===== src/rtl/multiplier_controller.sv =====
// Sequencer for the N-bit shift-and-add multiplier datapath with a one-deep result buffer.
// Optional feature: define MULT_ABORT_EN to add the abort input that cancels an in-flight operation.
module multiplier_controller #(
    parameter int N = 4
) (
    input  logic             clock,
    input  logic             reset,
`ifdef MULT_ABORT_EN
    input  logic             abort,
`endif
    input  logic             req_valid,
    output logic             req_ready,
    input  logic [N-1:0]     req_multiplicand,
    input  logic [N-1:0]     req_multiplier,
    output logic             res_valid,
    input  logic             res_ready,
    output logic [2*N-1:0]   res_product,
    output logic             busy,
    output logic             dp_do_init,
    output logic             dp_do_shift,
    output logic [N-1:0]     dp_multiplicand,
    output logic [N-1:0]     dp_multiplier,
    input  logic [2*N-1:0]   dp_product
);

    localparam int CW = $clog2(N);
    localparam logic [CW-1:0] COUNT_LAST = CW'(N - 1);

    typedef enum logic [1:0] {
        IDLE,
        INIT,
        SHIFT,
        DONE
    } state_t;

    state_t        state;
    logic [CW-1:0] shift_count;
    logic          slot_free;
    logic          abort_req;

    assign req_ready = (state == IDLE);
    assign slot_free = !res_valid || res_ready;

`ifdef MULT_ABORT_EN
    assign abort_req = abort && ((state == INIT) || (state == SHIFT));
`else
    assign abort_req = 1'b0;
`endif

    // Strobes are registered alongside the state so each one is high exactly while in its state.
    always_ff @(posedge clock or posedge reset) begin
        if (reset) begin
            state           <= IDLE;
            shift_count     <= '0;
            dp_multiplicand <= '0;
            dp_multiplier   <= '0;
            res_product     <= '0;
            res_valid       <= 1'b0;
            dp_do_init      <= 1'b0;
            dp_do_shift     <= 1'b0;
            busy            <= 1'b0;
        end else begin
            if (res_valid && res_ready) begin
                res_valid <= 1'b0;
            end
            if (abort_req) begin
                state       <= IDLE;
                shift_count <= '0;
                dp_do_init  <= 1'b0;
                dp_do_shift <= 1'b0;
                busy        <= 1'b0;
            end else begin
                case (state)
                    IDLE: begin
                        if (req_valid) begin
                            dp_multiplicand <= req_multiplicand;
                            dp_multiplier   <= req_multiplier;
                            dp_do_init      <= 1'b1;
                            busy            <= 1'b1;
                            state           <= INIT;
                        end
                    end
                    INIT: begin
                        dp_do_init  <= 1'b0;
                        dp_do_shift <= 1'b1;
                        shift_count <= COUNT_LAST;
                        state       <= SHIFT;
                    end
                    SHIFT: begin
                        if (shift_count == '0) begin
                            dp_do_shift <= 1'b0;
                            state       <= DONE;
                        end else begin
                            shift_count <= shift_count - 1'b1;
                        end
                    end
                    DONE: begin
                        // A consumer taking the old result this cycle frees the slot for the new one.
                        if (slot_free) begin
                            res_product <= dp_product;
                            res_valid   <= 1'b1;
                            busy        <= 1'b0;
                            state       <= IDLE;
                        end
                    end
                    default: begin
                        state <= IDLE;
                    end
                endcase
            end
        end
    end

endmodule


===== config.mk =====
export PLATFORM = sky130hd
export DESIGN_NAME = multiplier_controller
export DESIGN_NICKNAME = d
export VERILOG_FILES = /design/src/rtl/multiplier_controller.sv
export SDC_FILE = /design/constraint.sdc
export NUM_CORES = 1
export LEC_CHECK = 0
export CAP_MARGIN = 30
export CORE_UTILIZATION = 42
export CTS_CLUSTER_DIAMETER = 50
export CTS_CLUSTER_SIZE = 10
export DETAILED_ROUTE_END_ITERATION = 12
export PLACE_DENSITY = 0.77
export SYNTH_ARGS = -nofsm -noshare
export SYNTH_HDL_FRONTEND = slang
export SYNTH_SLANG_ARGS = --single-unit

===== constraint.sdc =====
create_clock -name clock -period 1.8 [get_ports clock]
set_input_delay 0.36 -clock clock [delete_from_list [all_inputs] [get_ports clock]]
set_output_delay 0.36 -clock clock [all_outputs]
set_load 0.02 [all_outputs]

==> Word level (Yosys, flattened, before mapping) <==
Cells that the tools add are included.
{ "word_totals": {"regBits": 24, "input_bits": 20, "word_cells": 47} }
{ "op_classes": {"addsub": 1, "eq_ne": 7, "n_mux": 15, "reduce_logical": 15} }
{ "op_table": {"columns": ["cell", "count"], "rows": [
  ["AND reduction 2 bit", 5],
  ["two-way mux 2 bit", 4],
  ["inequality test 2 bit (second input constant)", 4],
  ["case mux 2 bit (4 select lines)", 1],
  ["two-way mux 1 bit", 6],
  ["case mux 1 bit (2 select lines)", 3],
  ["AND reduction 3 bit", 2],
  ["nonzero test 2 bit", 3],
  ["equality test 2 bit (second input constant)", 2],
  ["zero test 2 bit", 2],
  ["case mux 2 bit (2 select lines)", 1],
  ["equality test 2 x 1 -> 1 bit (second input constant)", 1],
  ["subtractor 2 x 1 -> 2 bit (second input constant)", 1],
  ["logical AND 1 bit", 1],
  ["zero test 1 bit", 1],
  ["logical OR 1 bit", 1]
]} }

==> Depth between registers and ports, before layout <==
{ "logic_depth": {"word_depth": 4, "depth_mapped": 5, "depth_no_buf": 5} }

==> Worst setup path after synthesis <==
No wires, ideal clock.
{ "synth_timing": {"path_type": "reg2reg", "startpoint": "register state[0]", "endpoint": "register state[1]", "setup_ns": 0.125, "t_arrival_ns": 1.299, "t_required_ns": 1.675, "path_slack_ns": 0.376, "path_stages_with_launch": 6, "path_buffers": 0, "period_less_slack_ns": 1.424, "path_cell_list": "dfrtp_1 -> inv_1 -> ha_1 -> inv_2 -> o211ai_4 -> mux2_4"} }
{ "synth_between": {"elab_chain_cells": 3, "word_cells_on_any_way": 9, "cone_classes": "eq/ne: 6; mux: 1; reduce/logical: 2"} }
{ "synth_rtl": {"columns": ["element", "line", "text"], "rows": [
  ["from (decl)", "36", "state_t state;"],
  ["from (signal assigned)", "53", "state <= IDLE;"],
  ["from (signal assigned)", "67", "state <= IDLE;"],
  ["from (signal assigned)", "80", "state <= INIT;"],
  ["equality test 2 bit or zero test 2 bit (tied branches)", "73", "case (state)"],
  ["inequality test 2 bit (no line)", null, null],
  ["AND reduction 3 bit (no line)", null, null]
]} }
Parallel ways exist; a longest one is shown, timed or not.
A chain may end at the register's enable or synchronous reset.

==> Worst setup path after layout <==
{ "layout_timing": {"startpoint": "register res_valid", "endpoint": "output res_valid"} }
{ "layout_lines": {"columns": ["element", "line", "text"], "rows": [
  ["from (decl)", "15", "output logic res_valid,"],
  ["from (signal assigned)", "58", "res_valid <= 1'b0;"],
  ["from (signal assigned)", "64", "res_valid <= 1'b0;"],
  ["from (signal assigned)", "101", "res_valid <= 1'b1;"]
]} }
No word-level cell between the ends.

==> flow_metrics.tcl <==
set metrics [dict create \
    hpwlAfterDp_um 1650 \
    crit_path_max_incr_delay_ns 0.62 \
    slew_headroom 0.835 \
    crit_cells 1 \
    period_share 0.941 \
    arrival_ns 1.33 \
    synth_warnings 0 \
    post_cts.repair.setup_buffers 0 \
    via_per_inst 4.96 \
    cp-end-kind "primary output" \
    crit_end "res_valid" \
    grt-ovfl-total 0 \
    io_buffers 40 \
    cts_max_level 1 \
    antenna_left 0 \
    worst_path_max_delay_cell "clkdlybuf4s50_1" \
    r2r_start "state[0]" \
    cts_buffers 3 \
    crit_required_ns 1.44 \
    start_kind "flip-flop" \
    cellLeakagePower_nw 0.697 \
    ys_types 22 \
    ios 41 \
    ir_worst_vdd_uv 1230 \
    cp_num_buf_inv 1 \
    die-width_um 52.4 \
    syn-cell-area_sq_um 1060 \
    setup_viol 0 \
    fin_worst_skew_ns 0.0137 \
    grt_pass1_wl_um 3460 \
    track_usage 0.184 \
    drt_first_iter_violations 4 \
    setup-tns-final_ns 0 \
    status "complete, no violations" \
    nFillCells 173 \
    netlist_instances 77 \
    hold_path_class "in2async" \
    syn_avg_cell_area_sq_um 13.8 \
    ys_ff_latch 24 \
    power.density_nw_per_um2 1910 \
    tightest_slew_ns 0.248 \
    cts-root-buf "clkbuf_4" \
    wl_per_cell_um 13.9 \
    drive_gt1_frac 0.250 \
    multi_input_area_sq_um 430 \
    hold_ws_ns 0.324 \
    setup.worst_path.start "res_valid" \
    grt_pass1_vias 804 \
    cts_tree "done" \
    firstDrtPassIters 4 \
    die_area_sq_um 2740 \
    nets 151 \
    crit_chain "clkdlybuf4s50_1" \
    cts_resized 1 \
    crit_fanout 3 \
    antenna_found_initial 0 \
    ff_latch_area_sq_um 601 \
    die_y_um 52.4 \
    clk_pin_slew_ns 0.14 \
    critPathKind "reg2out" \
    gp_congestion 0.747 \
    syn_nets 103 \
    core_area_sq_um 2300 \
    slew_viol_final 0 \
    clk_latency_ns 0.32 \
    postCtsHoldBufs 0 \
    fin_crit_ns 1.69 \
    synthToLayoutAreaGrowth_pct 47.5 \
    rows 17 \
    grt_start_max_net_pins 15 \
    r2r_cells 5 \
    start_util 0.464 \
    drt_wl_total_um 2110 \
    clockBufferDepth 2 \
    yosysSeqAreaShare 0.564 \
    drv_cap 0 \
    r2r-end "state[1]" \
    r2r_setup_slack_ns 0.23 \
    cpLargestDelayFamily "buffers and inverters" \
    cts_sinks 24 \
    rsz0062_at_grt "false" \
    fmaxAchievable_mhz 590 \
    vias 754 \
    num_antenna_cells 0 \
    hold_viol 0 \
    drc_errors 0 \
]
cells in the final DEF (no fill, tap or decap):
| master | count |
|---|---|
| buf_4 | 3 |
| mux2_4 | 1 |
| nand2b_2 | 1 |
| nand2_4 | 1 |
| dfrtp_1 | 24 |
| inv_1 | 8 |
| o211ai_4 | 1 |
| nand2_2 | 1 |
| inv_2 | 1 |
| o32a_1 | 1 |
| clkbuf_2 | 1 |
| bufinv_16 | 1 |
| nor2_1 | 2 |
| clkdlybuf4s50_1 | 39 |
| nand3b_1 | 1 |
| clkbuf_4 | 3 |
| nand2_1 | 2 |
| a21oi_1 | 3 |
| xor2_1 | 1 |
| o21ai_0 | 1 |
| mux2_2 | 16 |
| nand2b_4 | 1 |
| ha_1 | 6 |
| a32oi_1 | 1 |
| a22oi_1 | 1 |
| a31oi_1 | 2 |
| o2bb2ai_1 | 1 |
state kept, by name (all words and copies together) (netlist names):
signal,count
busy,1
dp_do_init,1
dp_do_shift,1
dp_multiplicand,4
dp_multiplier,4
res_product,8
res_valid,1
shift_count,2
state,2
worst min path at each step:
stage / startpoint / to / slack [ns] / cells past startpoint
3_3_place_gp: dp_do_init / dp_do_init / 0.48 / 1
6_report: reset / dp_multiplicand[2] / 0.32 / 3
3_5_place_dp: dp_do_init / dp_do_init / 0.48 / 1
5_1_grt: reset / dp_multiplicand[2] / 0.34 / 3
2_1_floorplan: reset / busy / 0.37 / 1
4_1_cts: reset / dp_multiplicand[2] / 0.31 / 3
per-stage QoR:
step	cells	utilization	power [mW]	setup WS (ns)	cell area (sq um)
3_3_place_gp	148	0.663	2.59	0.186	1520
5_1_grt	152	0.684	3.19	0.0639	1570
3_5_place_dp	148	0.663	2.64	0.139	1520
4_1_cts	152	0.685	3.04	0.0231	1570
6_report	152	0.684	2.99	0.106	1570
2_1_floorplan	77	-	1.95	0.376	1060
logic make-up (layout without fill, tap and decap cells):
family,Yosys count,in the layout,synth area share
AOI/OAI and AO/OA,11,11,0.0834
xor gates and xnor gates,1,1,0.00823
muxes,17,17,0.183
buffers and inverters,9,56,0.0317
DFF,24,24,0.564
and+or+nand+nor,9,9,0.0588
adders and majority gates,6,6,0.0705
cells in the mapped netlist:
| cell type | count | share of area |
|---|---|---|
| dfrtp_1 | 24 | 0.56 |
| mux2_2 | 16 | 0.17 |
| inv_1 | 8 | 0.028 |
| ha_1 | 6 | 0.071 |
| a21oi_1 | 3 | 0.014 |
| a31oi_1 | 2 | 0.012 |
| nand2_1 | 2 | 0.0071 |
| nor2_1 | 2 | 0.0071 |
| a22oi_1 | 1 | 0.0071 |
| a32oi_1 | 1 | 0.0082 |
| inv_2 | 1 | 0.0035 |
| mux2_4 | 1 | 0.014 |
| nand2_2 | 1 | 0.0059 |
| nand2_4 | 1 | 0.011 |
| nand2b_2 | 1 | 0.0082 |
| nand2b_4 | 1 | 0.013 |
| nand3b_1 | 1 | 0.0071 |
| o211ai_4 | 1 | 0.020 |
| o21ai_0 | 1 | 0.0047 |
| o2bb2ai_1 | 1 | 0.0082 |
| o32a_1 | 1 | 0.0094 |
| xor2_1 | 1 | 0.0082 |
routing by layer:
metal / vias up / global-route usage / share of wire
met1: 369 / 0.208 / 0.42
met4: 0 / 0.0921 / 0.017
met3: 4 / 0.0580 / 0.043
met2: 20 / 0.308 / 0.52
met5: - / 0 / 0
li1: 361 / - / -
power by group:
part           leakage (nW)  switching (mW)  internal, mW  total, mW
logic                 0.391           0.794         0.857       1.65
clock network        0.0279           0.158         0.225      0.384
registers             0.278           0.145         0.811      0.957
area by class of cell:
type / count / area share
clock inverter: 1 / 0.0191
timing repair buffer: 43 / 0.266
inverter: 9 / 0.0215
multi-input combinational: 44 / 0.274
sequential: 24 / 0.382
clock buffer: 3 / 0.0143
tap: 28 / 0.0223
(Power assumes the default switching activity.)
